`config.mk`:
```
export PLATFORM = sky130hd
export DESIGN_NAME = uart_bridge_fifo
export DESIGN_NICKNAME = d
export VERILOG_FILES = /design/src/rtl/uart_bridge_fifo.sv
export SDC_FILE = /design/constraint.sdc
export NUM_CORES = 1
export LEC_CHECK = 0
export CAP_MARGIN = 30
export CORE_UTILIZATION = 63
export CTS_BUF_LIST = sky130_fd_sc_hd__clkbuf_2 sky130_fd_sc_hd__clkbuf_4 sky130_fd_sc_hd__clkbuf_8
export DETAILED_ROUTE_END_ITERATION = 10
export PLACE_DENSITY = 0.82
export SLEW_MARGIN = 0
export SYNTH_ARGS = -nofsm -noshare
export SYNTH_HDL_FRONTEND = slang
export SYNTH_SLANG_ARGS = --single-unit
export TNS_END_PERCENT = 5
```
`constraint.sdc`:
```
create_clock -name clk -period 4.4 [get_ports clk]
set_input_delay 0.44 -clock clk [delete_from_list [all_inputs] [get_ports clk]]
set_output_delay 0.44 -clock clk [all_outputs]
set_load 0.05 [all_outputs]
```
`src/rtl/uart_bridge_fifo.sv`:
```
// Full-duplex UART bridge: host valid/ready byte streams buffered through TX/RX FIFOs,
// configurable frame format, sticky framing/parity/overrun flags.

module uart_bridge_fifo_sync #(
    parameter int WIDTH = 8,
    parameter int DEPTH = 16
) (
    input  logic             clk,
    input  logic             rst,
    input  logic             push_i,
    input  logic [WIDTH-1:0] din_i,
    input  logic             pop_i,
    output logic [WIDTH-1:0] dout_o,
    output logic             full_o,
    output logic             empty_o
);
    localparam int AW = $clog2(DEPTH);

    logic [WIDTH-1:0] mem_q [DEPTH];
    logic [AW:0]      wr_q;
    logic [AW:0]      rd_q;
    logic             do_push_s;
    logic             do_pop_s;

    // Pointers carry one extra wrap bit so full and empty are distinguishable.
    assign full_o    = (wr_q[AW] != rd_q[AW]) && (wr_q[AW-1:0] == rd_q[AW-1:0]);
    assign empty_o   = (wr_q == rd_q);
    assign do_push_s = push_i && !full_o;
    assign do_pop_s  = pop_i && !empty_o;
    assign dout_o    = empty_o ? '0 : mem_q[rd_q[AW-1:0]];

    // Read/write pointer update
    always_ff @(posedge clk) begin
        if (!rst) begin
            wr_q <= '0;
            rd_q <= '0;
        end else begin
            if (do_push_s) wr_q <= wr_q + (AW+1)'(1);
            if (do_pop_s)  rd_q <= rd_q + (AW+1)'(1);
        end
    end

    // Storage array write
    always_ff @(posedge clk) begin
        if (do_push_s) mem_q[wr_q[AW-1:0]] <= din_i;
    end
endmodule

module uart_bridge_fifo #(
    parameter int CLK_FREQ   = 100000000,
    parameter int BAUD_RATE  = 230400,
    parameter int DATA_BITS  = 8,
    parameter int PARITY     = 0,
    parameter int STOP_BITS  = 1,
    parameter int FIFO_DEPTH = 16
) (
    input  logic                 clk,
    input  logic                 rst,
    input  logic [DATA_BITS-1:0] tx_data,
    input  logic                 tx_valid,
    output logic                 tx_ready,
    output logic [DATA_BITS-1:0] rx_data,
    output logic                 rx_valid,
    input  logic                 rx_ready,
    output logic                 pad_tx,
    input  logic                 pad_rx,
    output logic                 tx_busy,
    input  logic                 err_clear,
    output logic                 rx_frame_err,
    output logic                 rx_parity_err,
    output logic                 rx_overrun
);
    localparam int DIV = CLK_FREQ / BAUD_RATE;
    localparam int CW  = $clog2(STOP_BITS * DIV + 1);
    localparam int BW  = $clog2(DATA_BITS + 1);
    localparam logic [CW-1:0] BIT_END  = CW'(DIV - 1);
    localparam logic [CW-1:0] HALF_END = CW'(DIV / 2 - 1);
    localparam logic [CW-1:0] STOP_END = CW'(STOP_BITS * DIV - 1);
    localparam logic [BW-1:0] LAST_BIT = BW'(DATA_BITS - 1);

    typedef enum logic [2:0] {
        S_IDLE   = 3'd0,
        S_START  = 3'd1,
        S_DATA   = 3'd2,
        S_PARITY = 3'd3,
        S_STOP   = 3'd4
    } state_t;

    function automatic logic parity_bit(input logic [DATA_BITS-1:0] d);
        return (PARITY == 1) ? ~(^d) : (^d);
    endfunction

    state_t tx_state_q, tx_state_d, rx_state_q, rx_state_d;
    logic [CW-1:0] tx_cnt_q, tx_cnt_d, rx_cnt_q, rx_cnt_d;
    logic [BW-1:0] tx_bit_q, tx_bit_d, rx_bit_q, rx_bit_d;
    logic [DATA_BITS-1:0] tx_shift_q, tx_shift_d, rx_shift_q, rx_shift_d;
    logic tx_par_q, tx_par_d, rx_par_q, rx_par_d;
    logic pad_q, pad_d, busy_q, busy_d;
    logic sync1_q, sync2_q, prev_q;
    logic frame_q, parity_q, ovr_q;
    logic tx_pop_s, tx_full_s, tx_empty_s;
    logic [DATA_BITS-1:0] tx_head_s;
    logic rx_push_s, rx_full_s, rx_empty_s;
    logic frame_set_s, par_set_s, ovr_set_s;

    uart_bridge_fifo_sync #(.WIDTH(DATA_BITS), .DEPTH(FIFO_DEPTH)) u_tx_fifo (
        .clk(clk), .rst(rst), .push_i(tx_valid), .din_i(tx_data), .pop_i(tx_pop_s),
        .dout_o(tx_head_s), .full_o(tx_full_s), .empty_o(tx_empty_s)
    );

    uart_bridge_fifo_sync #(.WIDTH(DATA_BITS), .DEPTH(FIFO_DEPTH)) u_rx_fifo (
        .clk(clk), .rst(rst), .push_i(rx_push_s), .din_i(rx_shift_q), .pop_i(rx_ready),
        .dout_o(rx_data), .full_o(rx_full_s), .empty_o(rx_empty_s)
    );

    assign tx_ready = !tx_full_s;
    assign rx_valid = !rx_empty_s;
    assign pad_tx   = pad_q;
    assign tx_busy  = busy_q;
    assign rx_frame_err  = frame_q;
    assign rx_parity_err = parity_q;
    assign rx_overrun    = ovr_q;

    // TX next-state: loading from the FIFO at STOP end gives gap-free back-to-back frames
    always_comb begin
        tx_state_d = tx_state_q;
        tx_cnt_d   = tx_cnt_q + CW'(1);
        tx_bit_d   = tx_bit_q;
        tx_shift_d = tx_shift_q;
        tx_par_d   = tx_par_q;
        tx_pop_s   = 1'b0;
        case (tx_state_q)
            S_IDLE: begin
                tx_cnt_d = '0;
                if (!tx_empty_s) begin
                    tx_pop_s   = 1'b1;
                    tx_shift_d = tx_head_s;
                    tx_par_d   = parity_bit(tx_head_s);
                    tx_state_d = S_START;
                end else begin
                    tx_state_d = S_IDLE;
                end
            end
            S_START: begin
                if (tx_cnt_q == BIT_END) begin
                    tx_cnt_d   = '0;
                    tx_bit_d   = '0;
                    tx_state_d = S_DATA;
                end else begin
                    tx_state_d = S_START;
                end
            end
            S_DATA: begin
                if (tx_cnt_q == BIT_END) begin
                    tx_cnt_d   = '0;
                    tx_shift_d = tx_shift_q >> 1;
                    tx_bit_d   = tx_bit_q + BW'(1);
                    if (tx_bit_q == LAST_BIT) tx_state_d = (PARITY != 0) ? S_PARITY : S_STOP;
                    else                      tx_state_d = S_DATA;
                end else begin
                    tx_state_d = S_DATA;
                end
            end
            S_PARITY: begin
                if (tx_cnt_q == BIT_END) begin
                    tx_cnt_d   = '0;
                    tx_state_d = S_STOP;
                end else begin
                    tx_state_d = S_PARITY;
                end
            end
            S_STOP: begin
                if (tx_cnt_q == STOP_END) begin
                    tx_cnt_d = '0;
                    if (!tx_empty_s) begin
                        tx_pop_s   = 1'b1;
                        tx_shift_d = tx_head_s;
                        tx_par_d   = parity_bit(tx_head_s);
                        tx_state_d = S_START;
                    end else begin
                        tx_state_d = S_IDLE;
                    end
                end else begin
                    tx_state_d = S_STOP;
                end
            end
            default: tx_state_d = S_IDLE;
        endcase
    end

    // Line level and busy flag are registered one cycle behind the TX state
    always_comb begin
        case (tx_state_q)
            S_START:  pad_d = 1'b0;
            S_DATA:   pad_d = tx_shift_q[0];
            S_PARITY: pad_d = tx_par_q;
            default:  pad_d = 1'b1;
        endcase
        busy_d = (tx_state_q != S_IDLE) || !tx_empty_s;
    end

    // RX next-state: START waits half a bit to reject glitches, then samples at mid-bit
    always_comb begin
        rx_state_d  = rx_state_q;
        rx_cnt_d    = rx_cnt_q + CW'(1);
        rx_bit_d    = rx_bit_q;
        rx_shift_d  = rx_shift_q;
        rx_par_d    = rx_par_q;
        rx_push_s   = 1'b0;
        frame_set_s = 1'b0;
        par_set_s   = 1'b0;
        ovr_set_s   = 1'b0;
        case (rx_state_q)
            S_IDLE: begin
                rx_cnt_d = '0;
                if (prev_q && !sync2_q) rx_state_d = S_START;
                else                    rx_state_d = S_IDLE;
            end
            S_START: begin
                if (rx_cnt_q == HALF_END) begin
                    rx_cnt_d   = '0;
                    rx_bit_d   = '0;
                    rx_state_d = sync2_q ? S_IDLE : S_DATA;
                end else begin
                    rx_state_d = S_START;
                end
            end
            S_DATA: begin
                if (rx_cnt_q == BIT_END) begin
                    rx_cnt_d   = '0;
                    rx_shift_d = {sync2_q, rx_shift_q[DATA_BITS-1:1]};
                    rx_bit_d   = rx_bit_q + BW'(1);
                    if (rx_bit_q == LAST_BIT) rx_state_d = (PARITY != 0) ? S_PARITY : S_STOP;
                    else                      rx_state_d = S_DATA;
                end else begin
                    rx_state_d = S_DATA;
                end
            end
            S_PARITY: begin
                if (rx_cnt_q == BIT_END) begin
                    rx_cnt_d   = '0;
                    rx_par_d   = sync2_q;
                    rx_state_d = S_STOP;
                end else begin
                    rx_state_d = S_PARITY;
                end
            end
            S_STOP: begin
                if (rx_cnt_q == BIT_END) begin
                    rx_cnt_d   = '0;
                    rx_state_d = S_IDLE;
                    par_set_s  = (PARITY != 0) && (rx_par_q != parity_bit(rx_shift_q));
                    if (!sync2_q)       frame_set_s = 1'b1;
                    else if (rx_full_s) ovr_set_s   = 1'b1;
                    else                rx_push_s   = 1'b1;
                end else begin
                    rx_state_d = S_STOP;
                end
            end
            default: rx_state_d = S_IDLE;
        endcase
    end

    // State, datapath and sticky flag registers
    always_ff @(posedge clk) begin
        if (!rst) begin
            tx_state_q <= S_IDLE;
            rx_state_q <= S_IDLE;
            tx_cnt_q   <= '0;
            rx_cnt_q   <= '0;
            tx_bit_q   <= '0;
            rx_bit_q   <= '0;
            tx_shift_q <= '0;
            rx_shift_q <= '0;
            tx_par_q   <= 1'b0;
            rx_par_q   <= 1'b0;
            pad_q      <= 1'b1;
            busy_q     <= 1'b0;
            sync1_q    <= 1'b1;
            sync2_q    <= 1'b1;
            prev_q     <= 1'b1;
            frame_q    <= 1'b0;
            parity_q   <= 1'b0;
            ovr_q      <= 1'b0;
        end else begin
            tx_state_q <= tx_state_d;
            rx_state_q <= rx_state_d;
            tx_cnt_q   <= tx_cnt_d;
            rx_cnt_q   <= rx_cnt_d;
            tx_bit_q   <= tx_bit_d;
            rx_bit_q   <= rx_bit_d;
            tx_shift_q <= tx_shift_d;
            rx_shift_q <= rx_shift_d;
            tx_par_q   <= tx_par_d;
            rx_par_q   <= rx_par_d;
            pad_q      <= pad_d;
            busy_q     <= busy_d;
            sync1_q    <= pad_rx;
            sync2_q    <= sync1_q;
            prev_q     <= sync2_q;
            frame_q    <= frame_set_s | (frame_q & ~err_clear);
            parity_q   <= par_set_s | (parity_q & ~err_clear);
            ovr_q      <= ovr_set_s | (ovr_q & ~err_clear);
        end
    end
endmodule

```
==> flow_summary.toml <==
[clocking]
clock-sinks = 341
cts_tree = "done"
ctsRootBufferMaster = "sky130_fd_sc_hd__clkbuf_8"
clk_slew_on_worst_s_h_paths_ns = 0.06
clock_tree.buffer_depth = 3
clkLatencyLatePin_ns = 0.58
post_cts_setup_driven_buffer_insertion_count = 0
cts_resized = 0
cts_max_level = 2
cts-buffers-inserted = 52
cts_hold_buf = 0

[layout]
drive_gt1_frac = 0.212
area_delta_synth_final_pct = 12.6
final_area_sq_um = 15500
final_cells = 1233
diodes = 0
nNetsFinal = 945
layout.filler_cells = 1249

[floorplanning]
number_of_core_rows = 53
floorplan_core_area_sq_um = 21200
floorplan.initialDensity = 0.648
ioPinCount = 29
die_width_microns = 150
dieHeight_microns = 150
fp.dieArea_sq_um = 22400

[critical_path]
start_kind = "flip-flop"
crit_end_category = "output pin"
critPathRequiredTime_ns = 3.96
cp.arrival_ns = 3.57
worst-path-max-fanout = 22
crit_type = "flip-flop to output pin"
depth_of_the_worst_register_to_register_path = 6
worst_reg_to_reg_setup_slack_ns = 1.29
worst_r2r_startpoint = "rx_cnt_q[0]$_SDFF_PN0_"

[timing]
achievable-frequency_mhz = 249
fin_setup_tns_ns = 0
maxSlewViolCount = 0
hold_viol_final = 0
period_needed_ns = 4.01
grt_setup_unrepaired = "no"
relative_slew_slack = 0.356
setup-violations-final = 0
post-route-worst-setup-slack_ns = 0.392
fin_crit_sh = 0.911
setup_skew_ns = 0.0182
tightestPinTransition_ns = 0.966

[power]
vdd.ir_drop.worst_uv = 316
leakage_nw = 5.22
pwr_density_cell_nw_per_um2 = 464

[status]
run_status = "completed"

[yosys]
synth_top_cell_area_share = 0.559
netlist.top_cell.by_area = "sky130_fd_sc_hd__edfxtp_1"
syn_avg_cell_area_sq_um = 16.1
net_count_of_the_mapped_netlist = 885
synth-warning-count = 0
post_synth_main_area_contributors = "sky130_fd_sc_hd__edfxtp_1 56%, sky130_fd_sc_hd__dfxtp_1 12%, sky130_fd_sc_hd__mux4_2 12%"
synthFlopType = "sky130_fd_sc_hd__edfxtp_1"
yosysSeqAreaShare = 0.682
synth-edff-count = 256
post_synthesis_register_bit_count = 341
post_syn_area_sq_um = 13800
synth_cells = 854
synth.lib_cells_used.distinct = 58
async_set_or_reset_flop_fraction_in_the_synthesized_netlist = 0

[drt]
detail_route.wirelength_mm = 26.3
via_count = 7511
vias_per_cell = 6.09
drt_drc_violations_left = 0
postRouteAntennaNets = 0
wire_per_inst_microns = 21.4
drt-initial-drc-count = 553
drt_pre_antenna_iters = 5

[global_routing]
grt_use_met2 = 0.412
grt.busiest_layer = "met2"
grt_max_degree = 65
global_route_wire_length_before_repair_mm = 41.2
grt_pass1_vias = 7756
grt.total_usage = 0.246
grt_overflow = 0
grt_antenna_before_repair = 0
groute.layer.met1.usage = 0.322
grt.met3_usage = 0.0433

[placed_design]
numPlacedInstances = 1133
globalplace.congestion = 0.808
postPlaceCellArea_sq_um = 14300
pre_cts_ws_ns = 0.914
port_buffers = 28
hpwl_mm = 17.0

[flow_run]
max-cap-violations = 0

[hold_path]
hold_path_class = "flip-flop to flip-flop"
worst_hold_path.num_cells = 1
timing.hold.worst.start = "sync1_q$_SDFF_PN1_"
[state kept, by name, indices dropped and copies added, names as in the netlist, 3 cells and up, named ones only]
name and count:
rx_bit_q 4, rx_cnt_q 9, rx_shift_q 8, rx_state_q 3
tx_bit_q 4, tx_cnt_q 9, tx_shift_q 8, tx_state_q 3
u_rx_fifo.mem_q 128, u_rx_fifo.rd_q 5, u_rx_fifo.wr_q 5, u_tx_fifo.mem_q 128
u_tx_fifo.rd_q 5, u_tx_fifo.wr_q 5
[kinds of logic after synthesis]
| logic type | count (synthesis) | share of synthesized area |
|---|---|---|
| flops | 341 | 0.682 |
| simple gates | 239 | 0.0893 |
| mux | 78 | 0.122 |
| compound gates | 75 | 0.0406 |
| buf+inv | 54 | 0.0179 |
| xor+xnor | 49 | 0.0312 |
| fa+ha+maj | 18 | 0.0162 |
[worst paths after layout]
path,to
worst max-delay path,rx_data[2]
worst min-delay path,sync2_q$_SDFF_PN1_
worst max register to register,u_rx_fifo.mem_q[5][4]$_DFFE_PP_
worst min register to register,sync2_q$_SDFF_PN1_
[metal layers]
metal	part of all wire	up-vias
met5	0	-
met4	0.029	0
met3	0.063	62
met2	0.51	301
met1	0.40	3765
li1	-	3383
[critical path, stage by stage, from the launching register on]
cell                              delay (ns)
sky130_fd_sc_hd__dfxtp_2                0.80
sky130_fd_sc_hd__buf_4                  0.30
sky130_fd_sc_hd__mux4_2                 0.52
sky130_fd_sc_hd__mux4_2                 0.46
sky130_fd_sc_hd__nor2b_1                0.14
sky130_fd_sc_hd__clkdlybuf4s50_1        0.74
[power by group]
part / switching (mW) / total [mW] / internal (mW)
sequential: 0.109 / 3.63 / 3.52
combinational: 0.352 / 0.727 / 0.375
clock: 1.19 / 2.84 / 1.65
[Yosys cell counts, types with 13 or more instances]
cell	instances
sky130_fd_sc_hd__xor2_1	24
sky130_fd_sc_hd__nand2_1	54
sky130_fd_sc_hd__nor2b_1	21
sky130_fd_sc_hd__clkbuf_1	23
sky130_fd_sc_hd__mux4_2	72
sky130_fd_sc_hd__dfxtp_1	85
sky130_fd_sc_hd__a21oi_1	13
sky130_fd_sc_hd__ha_1	17
sky130_fd_sc_hd__nand3_1	17
sky130_fd_sc_hd__nand2b_1	13
sky130_fd_sc_hd__edfxtp_1	256
sky130_fd_sc_hd__inv_1	14
sky130_fd_sc_hd__and2_1	24
sky130_fd_sc_hd__xnor2_1	25
sky130_fd_sc_hd__a21boi_0	14
sky130_fd_sc_hd__a22oi_1	21
sky130_fd_sc_hd__nor2_1	63
sky130_fd_sc_hd__nor3_1	14
[placed cells by master, fill, tap and decap left out, types with 6 or more instances in the layout]
master	count
sky130_fd_sc_hd__a21boi_0	14
sky130_fd_sc_hd__a21oi_1	13
sky130_fd_sc_hd__a22oi_1	21
sky130_fd_sc_hd__and2_1	24
sky130_fd_sc_hd__buf_4	17
sky130_fd_sc_hd__clkbuf_4	22
sky130_fd_sc_hd__clkbuf_8	62
sky130_fd_sc_hd__clkdlybuf4s50_1	27
sky130_fd_sc_hd__clkinv_2	6
sky130_fd_sc_hd__dfxtp_1	83
sky130_fd_sc_hd__edfxtp_1	256
sky130_fd_sc_hd__ha_1	17
sky130_fd_sc_hd__inv_1	14
sky130_fd_sc_hd__mux4_2	72
sky130_fd_sc_hd__nand2_1	54
sky130_fd_sc_hd__nand2b_1	13
sky130_fd_sc_hd__nand3_1	17
sky130_fd_sc_hd__nand4_1	11
sky130_fd_sc_hd__nor2_1	63
sky130_fd_sc_hd__nor2b_1	21
sky130_fd_sc_hd__nor3_1	14
sky130_fd_sc_hd__o211a_1	7
sky130_fd_sc_hd__o21ai_0	8
sky130_fd_sc_hd__xnor2_1	25
sky130_fd_sc_hd__xor2_1	24
[stage by stage]
step | power (mW) | hold WS, ns | utilization
after floorplan | 4.25 | 0.386 | -
after global placement | 4.38 | 0.391 | 0.674
after detailed placement | 4.42 | 0.401 | 0.674
after CTS | 7.23 | 0.415 | 0.730
after global routing | 7.44 | 0.431 | 0.730
final | 7.19 | 0.409 | 0.730
[layout make-up]
class / instances / area [sq um] / share of cell area
Sequential cell: 341 / 9390 / 0.606
Multi-Input combinational cell: 459 / 4130 / 0.266
Clock buffer: 84 / 1020 / 0.0657
Timing Repair Buffer: 46 / 408 / 0.0263
Tap cell: 275 / 344 / 0.0222
Clock inverter: 14 / 154 / 0.00993
Inverter: 14 / 52.6 / 0.00339
No activity file was read; power rests on OpenSTA's default activity.
